`src/rtl/font_banner_writer.sv`:
```
// font_banner_writer: renders a CHARS-glyph text line into the banner frame
// buffer. Each glyph row is fetched from the font ROM and written out one
// 12-bit pixel per clock, in raster order (row, then char, then column).
// Optional build macro: FONT_TRANSPARENT_EN. When it is defined, background
// pixels are skipped (ram_we low) so that previous RAM contents show through.
module font_banner_writer #(
  parameter int          CHARS    = 10,
  parameter int          GLYPH_W  = 32,
  parameter int          GLYPH_H  = 50,
  parameter int          BANNER_W = 320,
  parameter logic [11:0] FG_COLOR = 12'hFF0,
  parameter logic [11:0] BG_COLOR = 12'h000
) (
  input  logic                 clk,
  input  logic                 rst_n,
  input  logic                 start,
  input  logic [CHARS*6-1:0]   text_codes,
  output logic                 busy,
  output logic                 done,
  output logic [11:0]          rom_addr,
  input  logic [31:0]          rom_data,
  output logic                 ram_we,
  output logic [13:0]          ram_addr,
  output logic [11:0]          ram_wdata
);

  localparam int CHAR_W = $clog2(CHARS);
  localparam int COL_W  = $clog2(GLYPH_W);

  typedef enum logic [2:0] {
    S_IDLE,
    S_FETCH,
    S_LATCH,
    S_WRITE,
    S_DONE
  } state_t;

  state_t              r_state;
  state_t              w_state_next;
  logic [CHARS*6-1:0]  r_text;
  logic [5:0]          r_row;
  logic [CHAR_W-1:0]   r_char;
  logic [COL_W-1:0]    r_col;
  logic [31:0]         r_shift;
  logic                r_ram_we;
  logic [13:0]         r_ram_addr;
  logic [11:0]         r_ram_wdata;

  logic [5:0]          w_code;
  logic [13:0]         w_base;
  logic                w_last_col;
  logic                w_last_char;
  logic                w_last_row;

  assign w_code      = r_text[6*r_char +: 6];
  assign w_base      = 14'(int'(r_row) * BANNER_W + int'(r_char) * GLYPH_W);
  assign w_last_col  = (r_col  == COL_W'(GLYPH_W - 1));
  assign w_last_char = (r_char == CHAR_W'(CHARS - 1));
  assign w_last_row  = (r_row  == 6'(GLYPH_H - 1));

  assign rom_addr  = {w_code, r_row};
  assign ram_we    = r_ram_we;
  assign ram_addr  = r_ram_addr;
  assign ram_wdata = r_ram_wdata;

  function automatic logic [11:0] pixelColor(input logic bitVal);
    return bitVal ? FG_COLOR : BG_COLOR;
  endfunction

  function automatic logic pixelEnable(input logic bitVal);
`ifdef FONT_TRANSPARENT_EN
    return bitVal;
`else
    return 1'b1 | bitVal;
`endif
  endfunction

  // State register; reset aborts a render immediately, leaving the RAM as is
  always_ff @(posedge clk or negedge rst_n) begin
    if (!rst_n) begin
      r_state <= S_IDLE;
    end else begin
      r_state <= w_state_next;
    end
  end

  // Next-state decode plus the status outputs that follow directly from state
  always_comb begin
    w_state_next = r_state;
    busy         = 1'b0;
    done         = 1'b0;
    case (r_state)
      S_IDLE: begin
        if (start) begin
          w_state_next = S_FETCH;
        end
      end
      S_FETCH: begin
        busy         = 1'b1;
        w_state_next = S_LATCH;
      end
      S_LATCH: begin
        busy         = 1'b1;
        w_state_next = S_WRITE;
      end
      S_WRITE: begin
        busy = 1'b1;
        if (w_last_col) begin
          w_state_next = (w_last_char && w_last_row) ? S_DONE : S_FETCH;
        end
      end
      S_DONE: begin
        busy         = 1'b1;
        done         = 1'b1;
        w_state_next = S_IDLE;
      end
      default: begin
        w_state_next = S_IDLE;
      end
    endcase
  end

  // Datapath: text latch, traversal counters, glyph shifter and registered RAM port
  always_ff @(posedge clk or negedge rst_n) begin
    if (!rst_n) begin
      r_text      <= '0;
      r_row       <= '0;
      r_char      <= '0;
      r_col       <= '0;
      r_shift     <= '0;
      r_ram_we    <= 1'b0;
      r_ram_addr  <= '0;
      r_ram_wdata <= '0;
    end else begin
      case (r_state)
        S_IDLE: begin
          if (start) begin
            r_text     <= text_codes;
            r_row      <= '0;
            r_char     <= '0;
            r_col      <= '0;
            r_ram_addr <= '0;
          end
        end
        S_LATCH: begin
          r_shift     <= {rom_data[30:0], 1'b0};
          r_ram_wdata <= pixelColor(rom_data[31]);
          r_ram_we    <= pixelEnable(rom_data[31]);
          r_ram_addr  <= w_base;
          r_col       <= '0;
        end
        S_WRITE: begin
          if (w_last_col) begin
            r_col    <= '0;
            r_ram_we <= 1'b0;
            if (w_last_char) begin
              r_char <= '0;
              if (!w_last_row) begin
                r_row <= r_row + 6'd1;
              end
            end else begin
              r_char <= r_char + CHAR_W'(1);
            end
          end else begin
            r_col       <= r_col + COL_W'(1);
            r_shift     <= {r_shift[30:0], 1'b0};
            r_ram_wdata <= pixelColor(r_shift[31]);
            r_ram_we    <= pixelEnable(r_shift[31]);
            r_ram_addr  <= r_ram_addr + 14'd1;
          end
        end
        default: begin
          r_ram_we <= 1'b0;
        end
      endcase
    end
  end

endmodule

```
`config.mk`:
```
export PLATFORM = sky130hd
export DESIGN_NAME = font_banner_writer
export DESIGN_NICKNAME = d
export VERILOG_FILES = /design/src/rtl/font_banner_writer.sv
export SDC_FILE = /design/constraint.sdc
export NUM_CORES = 1
export LEC_CHECK = 0
export CORE_ASPECT_RATIO = 0.6
export CORE_MARGIN = 4
export CORE_UTILIZATION = 55
export CTS_CLUSTER_DIAMETER = 50
export CTS_CLUSTER_SIZE = 24
export DETAILED_ROUTE_END_ITERATION = 16
export GPL_ROUTABILITY_DRIVEN = 0
export PLACE_DENSITY = 0.89
export RECOVER_POWER = 50
export SYNTH_ARGS = -nofsm -noshare
export SYNTH_HDL_FRONTEND = slang
export SYNTH_SLANG_ARGS = --single-unit
```
`constraint.sdc`:
```
create_clock -name clk -period 4.93 [get_ports clk]
set_clock_uncertainty 0.2 [all_clocks]
set_input_delay 0.493 -clock clk [delete_from_list [all_inputs] [get_ports clk]]
set_output_delay 0.493 -clock clk [all_outputs]
set_load 0.02 [all_outputs]
```
---- Word level (Yosys, flattened, before mapping) ----
Cells that the tools add are included.
word-level totals
  logic and storage cells ................. 71
  flip-flop bits (word level) ............. 137
  bits of input ports ..................... 95
  output and inout bits ................... 41
cells by class
  equality and inequality tests ........... 12
  reductions and logical operators ........ 13
  multiply operators ...................... 2
  multiplexer cells ....................... 29
  shifts and indexed selects .............. 1
  $add $sub $neg .......................... 5
operator list
  cell                                                                    count
  32-bit case mux with 2 select lines                                     1
  60-bit by 8-bit variable part select with 6-bit output                  1
  14-bit case mux with 3 select lines                                     1
  12-bit 2-to-1 mux                                                       3
  32-bit 2-to-1 mux                                                       1
  14-bit 2-to-1 mux                                                       2
  6-bit 2-to-1 mux                                                        4
  12-bit case mux with 2 select lines                                     1
  5-bit case mux with 3 select lines                                      1
  14-bit by 1-bit adder with 14-bit output (second input constant)        1
  14-bit by 9-bit adder with 14-bit output                                1
  4-bit 2-to-1 mux                                                        3
  3-bit case mux with 4 select lines                                      1
  6-bit case mux with 2 select lines                                      1
  5-bit 2-to-1 mux                                                        2
  2-bit != test (second input constant)                                   5
  3-bit 2-to-1 mux                                                        3
  6-bit by 3-bit multiplier with 8-bit output (second input constant)     1
  4-bit case mux with 2 select lines                                      1
  2-bit AND reduction                                                     4
  6-bit by 1-bit adder with 6-bit output (second input constant)          1
  3-bit by 2-bit equality test with 1-bit output (second input constant)  2
  6-bit equality test (second input constant)                             1
  2-bit by 4-bit multiplier with 6-bit output (first input constant)      1
  15 further kinds                                                        19

---- Longest topological paths before layout ----
  depth in word-level cells ............... 5
  mapped depth ............................ 10
  depth with buffers taken out ............ 8

---- Worst setup path after synthesis ----
OpenSTA, ideal clock, no wires.
  path type ............................... reg2reg
  from .................................... register r_row[1]
  to ...................................... register r_ram_addr[13] (netlist: ram_addr[13])
  data required time ...................... 4.604 ns
  clock period less this slack ............ 2.680 ns
  setup time .............................. 0.126 ns
  slack ................................... 2.250 ns
  stages on the path, launching flop included .. 9
  path buffers ............................ 0
  data arrival time ....................... 2.354 ns
  cells stage by stage .................... dfrtp_1 -> ha_1 -> ha_1 -> fa_1 -> xor2_1 -> nand3_1 -> nor4_2 -> xnor2_1 -> a221o_1
on the way
  longest elaborated chain between the ends .. 3
RTL lines
  item                                         line  text
  start: declaration                           41    logic [5:0] r_row;
  start signal: assignment                     159   r_row <= r_row + 6'd1;
  6-bit by 3-bit multiplier with 8-bit output  56    assign w_base = 14'(int'(r_row) * BANNER_W + int'(r_char) * GLYPH_W);
  14-bit by 9-bit adder with 14-bit output     56
  14-bit case mux with 3 select lines          135   case (r_state)
  end signal: assignment                       149   r_ram_addr <= w_base;
  end signal: assignment                       169   r_ram_addr <= r_ram_addr + 14'd1;
  end: declaration                             46    logic [13:0] r_ram_addr;
No other way between the ends.
A chain may end at the register's enable or synchronous reset.

---- Worst setup path in the final report ----
  from .................................... register r_char[0]
  to ...................................... output port rom_addr[9]
on the way
  longest elaborated chain between the ends .. 2
RTL lines
  item                                                    line  text
  start: declaration                                      42    logic [CHAR_W-1:0] r_char;
  start signal: assignment                                162   r_char <= r_char + CHAR_W'(1);
  2-bit by 4-bit multiplier with 6-bit output             55    assign w_code = r_text[6*r_char +: 6];
  60-bit by 8-bit variable part select with 6-bit output  55
  end: declaration                                        20    output logic [11:0] rom_addr,
No other way between the ends.

==> reports/qor.csv <==
stage,metric,value,unit
run_status,status,"finished, violations left",
run_status,violated checks,"capacitance limit, slew limit",
synthesis,Post-Synthesis Mean Instance Area,11.6,µm²
critical_path,element type at the critical path start,flop,
synthesis,Yosys top cell area share,48.8,%
clocking,number of buffers created by CTS,17,
synthesis,synth top area cells,"dfrtp_1, mux2_2, mux2i_1",
synthesis,cell area after synthesis,6420,µm²
die,Row Count,30,
route,ANT nets after route,0,
critical_path,CP required,4.24,ns
sta,fin crit period,3.80,ns
synthesis,Syn Inst Count,554,
power_and_ir_drop,combinational share of power,14.5,%
worst_hold_path,min-delay worst type,in -> async,
route,number of DRC markers in iteration 0,386,
sta,fin. max-slew vios,97,
critical_path,CP Data Arrival Time,3.10,ns
critical_path,max incr delay on CP,1.14,ns
place,detailed placement HPWL,11400,µm
clocking,# clock sinks,125,
sta,Finish-stage setup viols,0,
die,Initial Utilization,56.6,%
route,final wirelength,16400,µm
route,Pre-Repair DR Iteration Count,5,
sta,fmax,263,MHz
clocking,H-tree levels,4,
synthesis,register area share after synthesis,48.8,%
sta,Setup TNS Final,0,ns
clocking,CTS tree,done,
global_routing,grt ovf,0,
die,core area,11300,µm²
sta,RSZ-0062 raised after global routing,false,
global_routing,first-pass GRT wire length,26400,µm
clocking,Clock Latency Late Sink,0.41,ns
die,Die Footprint,13500,µm²
power_and_ir_drop,switching pwr,0.750,mW
sta,Worst Tran Pin Value,2.96,ns
synthesis,Post-synth top cells,"dfrtp_1, mux2_2, o21ai_0",
power_and_ir_drop,Switching Share,26.4,%
place,IO Port Bufs,131,
die,Die H,91.7,µm
job,Max-Cap Viols,2,
final_layout,layout cells sized above 1,16.8,%
synthesis,"FFs w/ async S/R, synth",100,%
synthesis,"EDFF count, synth",0,
final_layout,n_diodes,0,
global_routing,largest net degree at the start of global routing,71,
global_routing,initial antenna violation count,0,
route,# DRC,0,
route,vias per cell,5.89,
synthesis,Syn. warnings,0,
power_and_ir_drop,cell-internal power,2.09,mW
clocking,Post-CTS Setup Bufs,0,
clocking,post-cts resize count,0,
die,DIE WIDTH,147,µm
critical_path,largest fanout on the critical path,23,
clocking,Clock Path Buffers,2,
critical_path,Crit-path slowest cell,dfrtp_1,
sta,fin crit share,77.0,%
synthesis,most common cell in the synthesized netlist,dfrtp_1,
critical_path,Crit path max-delay family,flip-flops,
place,Area after DPL,7720,µm²
critical_path,CP Cell Sequence,mux4_2 > mux2i_1 > o22ai_1 > clkdlybuf4s50_1,
power_and_ir_drop,Clk pwr share,43.7,%
clocking,CTS root buf,clkbuf_16,
route,wire per inst,19.5,µm
power_and_ir_drop,P per Cell Area,342,nW/µm²
synthesis,post-synth cell types,51,
final_layout,Post-Layout Inst Area,8310,µm²
clocking,# hold bufs at CTS,0,
critical_path,critical path class,reg -> out,
final_layout,Area Growth Syn to Fin,29.5,%
sta,max_slew headroom,-97.6,%
final_layout,final net count,782,
power_and_ir_drop,Sequential Power Share,41.8,%
synthesis,top_reg_cell synth,dfrtp_1,
global_routing,gr usage total,25.0,%
sta,Fin. Hold Viols,0,
route,vias,4950,
power_and_ir_drop,Leak Pwr,3.72,nW
power_and_ir_drop,maximum vdd drop,275,µV
critical_path,CP Capture Type,primary output,
clocking,Worst-path clk slew,0.06,ns
die,I/O pin cnt,136,
global_routing,number of global-route vias before repair,5213,
synthesis,Seq cells post-synth,125,
synthesis,largest area contributor in the netlist,dfrtp_1,
critical_path,"Buf+Inv Stages, Crit Path",1,
-- final cells by class --
cell class                      count  area, µm²
Clock inverter                     13        143
Clock buffer                       19        453
Timing Repair Buffer              135       1340
Inverter                            6       22.5
Sequential cell                   125       3130
Tap cell                          160        200
Multi-Input combinational cell    382       3030
Fill cell                         740       3030
-- path summary, 6_finish.rpt --
path                                  start  slack, ns          end  cells after the start
worst max-delay path              r_char[0]       1.13  rom_addr[9]                      4
worst min-delay path                  rst_n        0.1   r_text[27]                      2
worst max register to register   r_state[2]       1.51     r_row[3]                      4
worst min register to register  r_shift[23]       0.28  r_shift[23]                      2
max in group asynchronous             rst_n       1.87  r_shift[16]                      2
min in group clk                r_shift[23]       0.28  r_shift[23]                      2
-- routing by layer --
layer | up-vias | global-route usage, % | wire length (µm)
met3 | 32 | 9.19 | 1660
met5 | - | 0 | 0
met4 | 0 | 7.60 | 242
li1 | 2237 | - | -
met1 | 2434 | 33.3 | 6870
met2 | 247 | 38.5 | 7610
-- worst register-to-register path: stages (launching register included) --
cell and delay [ns]:
dfrtp_1 0.53, and3b_1 1.78, a21o_1 0.48, o21ai_0 0.19
a21oi_1 0.18
-- power by group through the flow --
stage | registers [mW] | clock network (mW) | logic (mW)
2_1_floorplan | 1.19 | 0 | 0.199
3_5_place_dp | 1.20 | 0 | 0.416
5_1_grt | 1.20 | 1.30 | 0.449
3_3_place_gp | 1.20 | 0 | 0.399
6_report | 1.19 | 1.24 | 0.413
4_1_cts | 1.19 | 1.25 | 0.422
-- through the flow --
step           total power, mW  worst slack [ns]  util [%]  std cells  hold WS (ns)
2_1_floorplan             1.39              2.25         -        557      -0.00259
3_3_place_gp              1.59              1.62      68.1        808         0.261
3_5_place_dp              1.62              1.52      68.1        808         0.270
4_1_cts                   2.86              1.08      73.3        840        0.0450
5_1_grt                   2.95             0.991      73.3        840         0.183
6_report                  2.84              1.13      73.3        840        0.0952
-- cell families after synthesis --
group / count (synthesis) / synth area share, %
adder cells (fa/ha/maj): 20 / 4.13
AND/OR/NAND/NOR: 119 / 9.01
flip-flops: 125 / 48.8
buffers and inverters: 50 / 4.33
AO/OA/AOI/OAI: 112 / 10.4
other: 1 / 0.0584
multiplexers: 117 / 21.8
XOR/XNOR: 10 / 1.58
-- layout by cell type, fill, tap and decap left out, types with 3 or more instances in the layout --
cell type / Yosys / layout
clkdlybuf4s50_1: 0 / 117
mux2_2: 61 / 61
nand2_1: 52 / 52
xnor2_1: 5 / 5
nor3_1: 4 / 4
a22o_1: 3 / 3
nand3_1: 13 / 13
nor2_1: 17 / 17
and3_1: 6 / 6
clkinv_4: 0 / 4
mux2i_1: 44 / 44
nor4_1: 3 / 3
a21o_1: 8 / 8
a21oi_1: 14 / 14
ha_1: 18 / 18
o21ai_0: 61 / 61
dlygate4sd3_1: 0 / 13
clkinvlp_4: 0 / 5
clkbuf_16: 0 / 17
mux4_2: 12 / 12
inv_1: 6 / 6
xor2_1: 4 / 4
conb_1: 1 / 4
and2_1: 3 / 3
nand4_1: 3 / 3
o31ai_1: 3 / 3
o22ai_1: 6 / 6
a31oi_1: 4 / 4
or3_1: 7 / 7
buf_4: 19 / 3
dfrtp_1: 125 / 125
-- flip-flops by register name (all words and copies together) (netlist names) --
signal,flops
ram_we,1
r_row,6
ram_addr,14
r_col,5
r_state,3
r_shift,31
r_text,60
r_char,4
ram_wdata,1
Power figures use the tool's default switching activity.
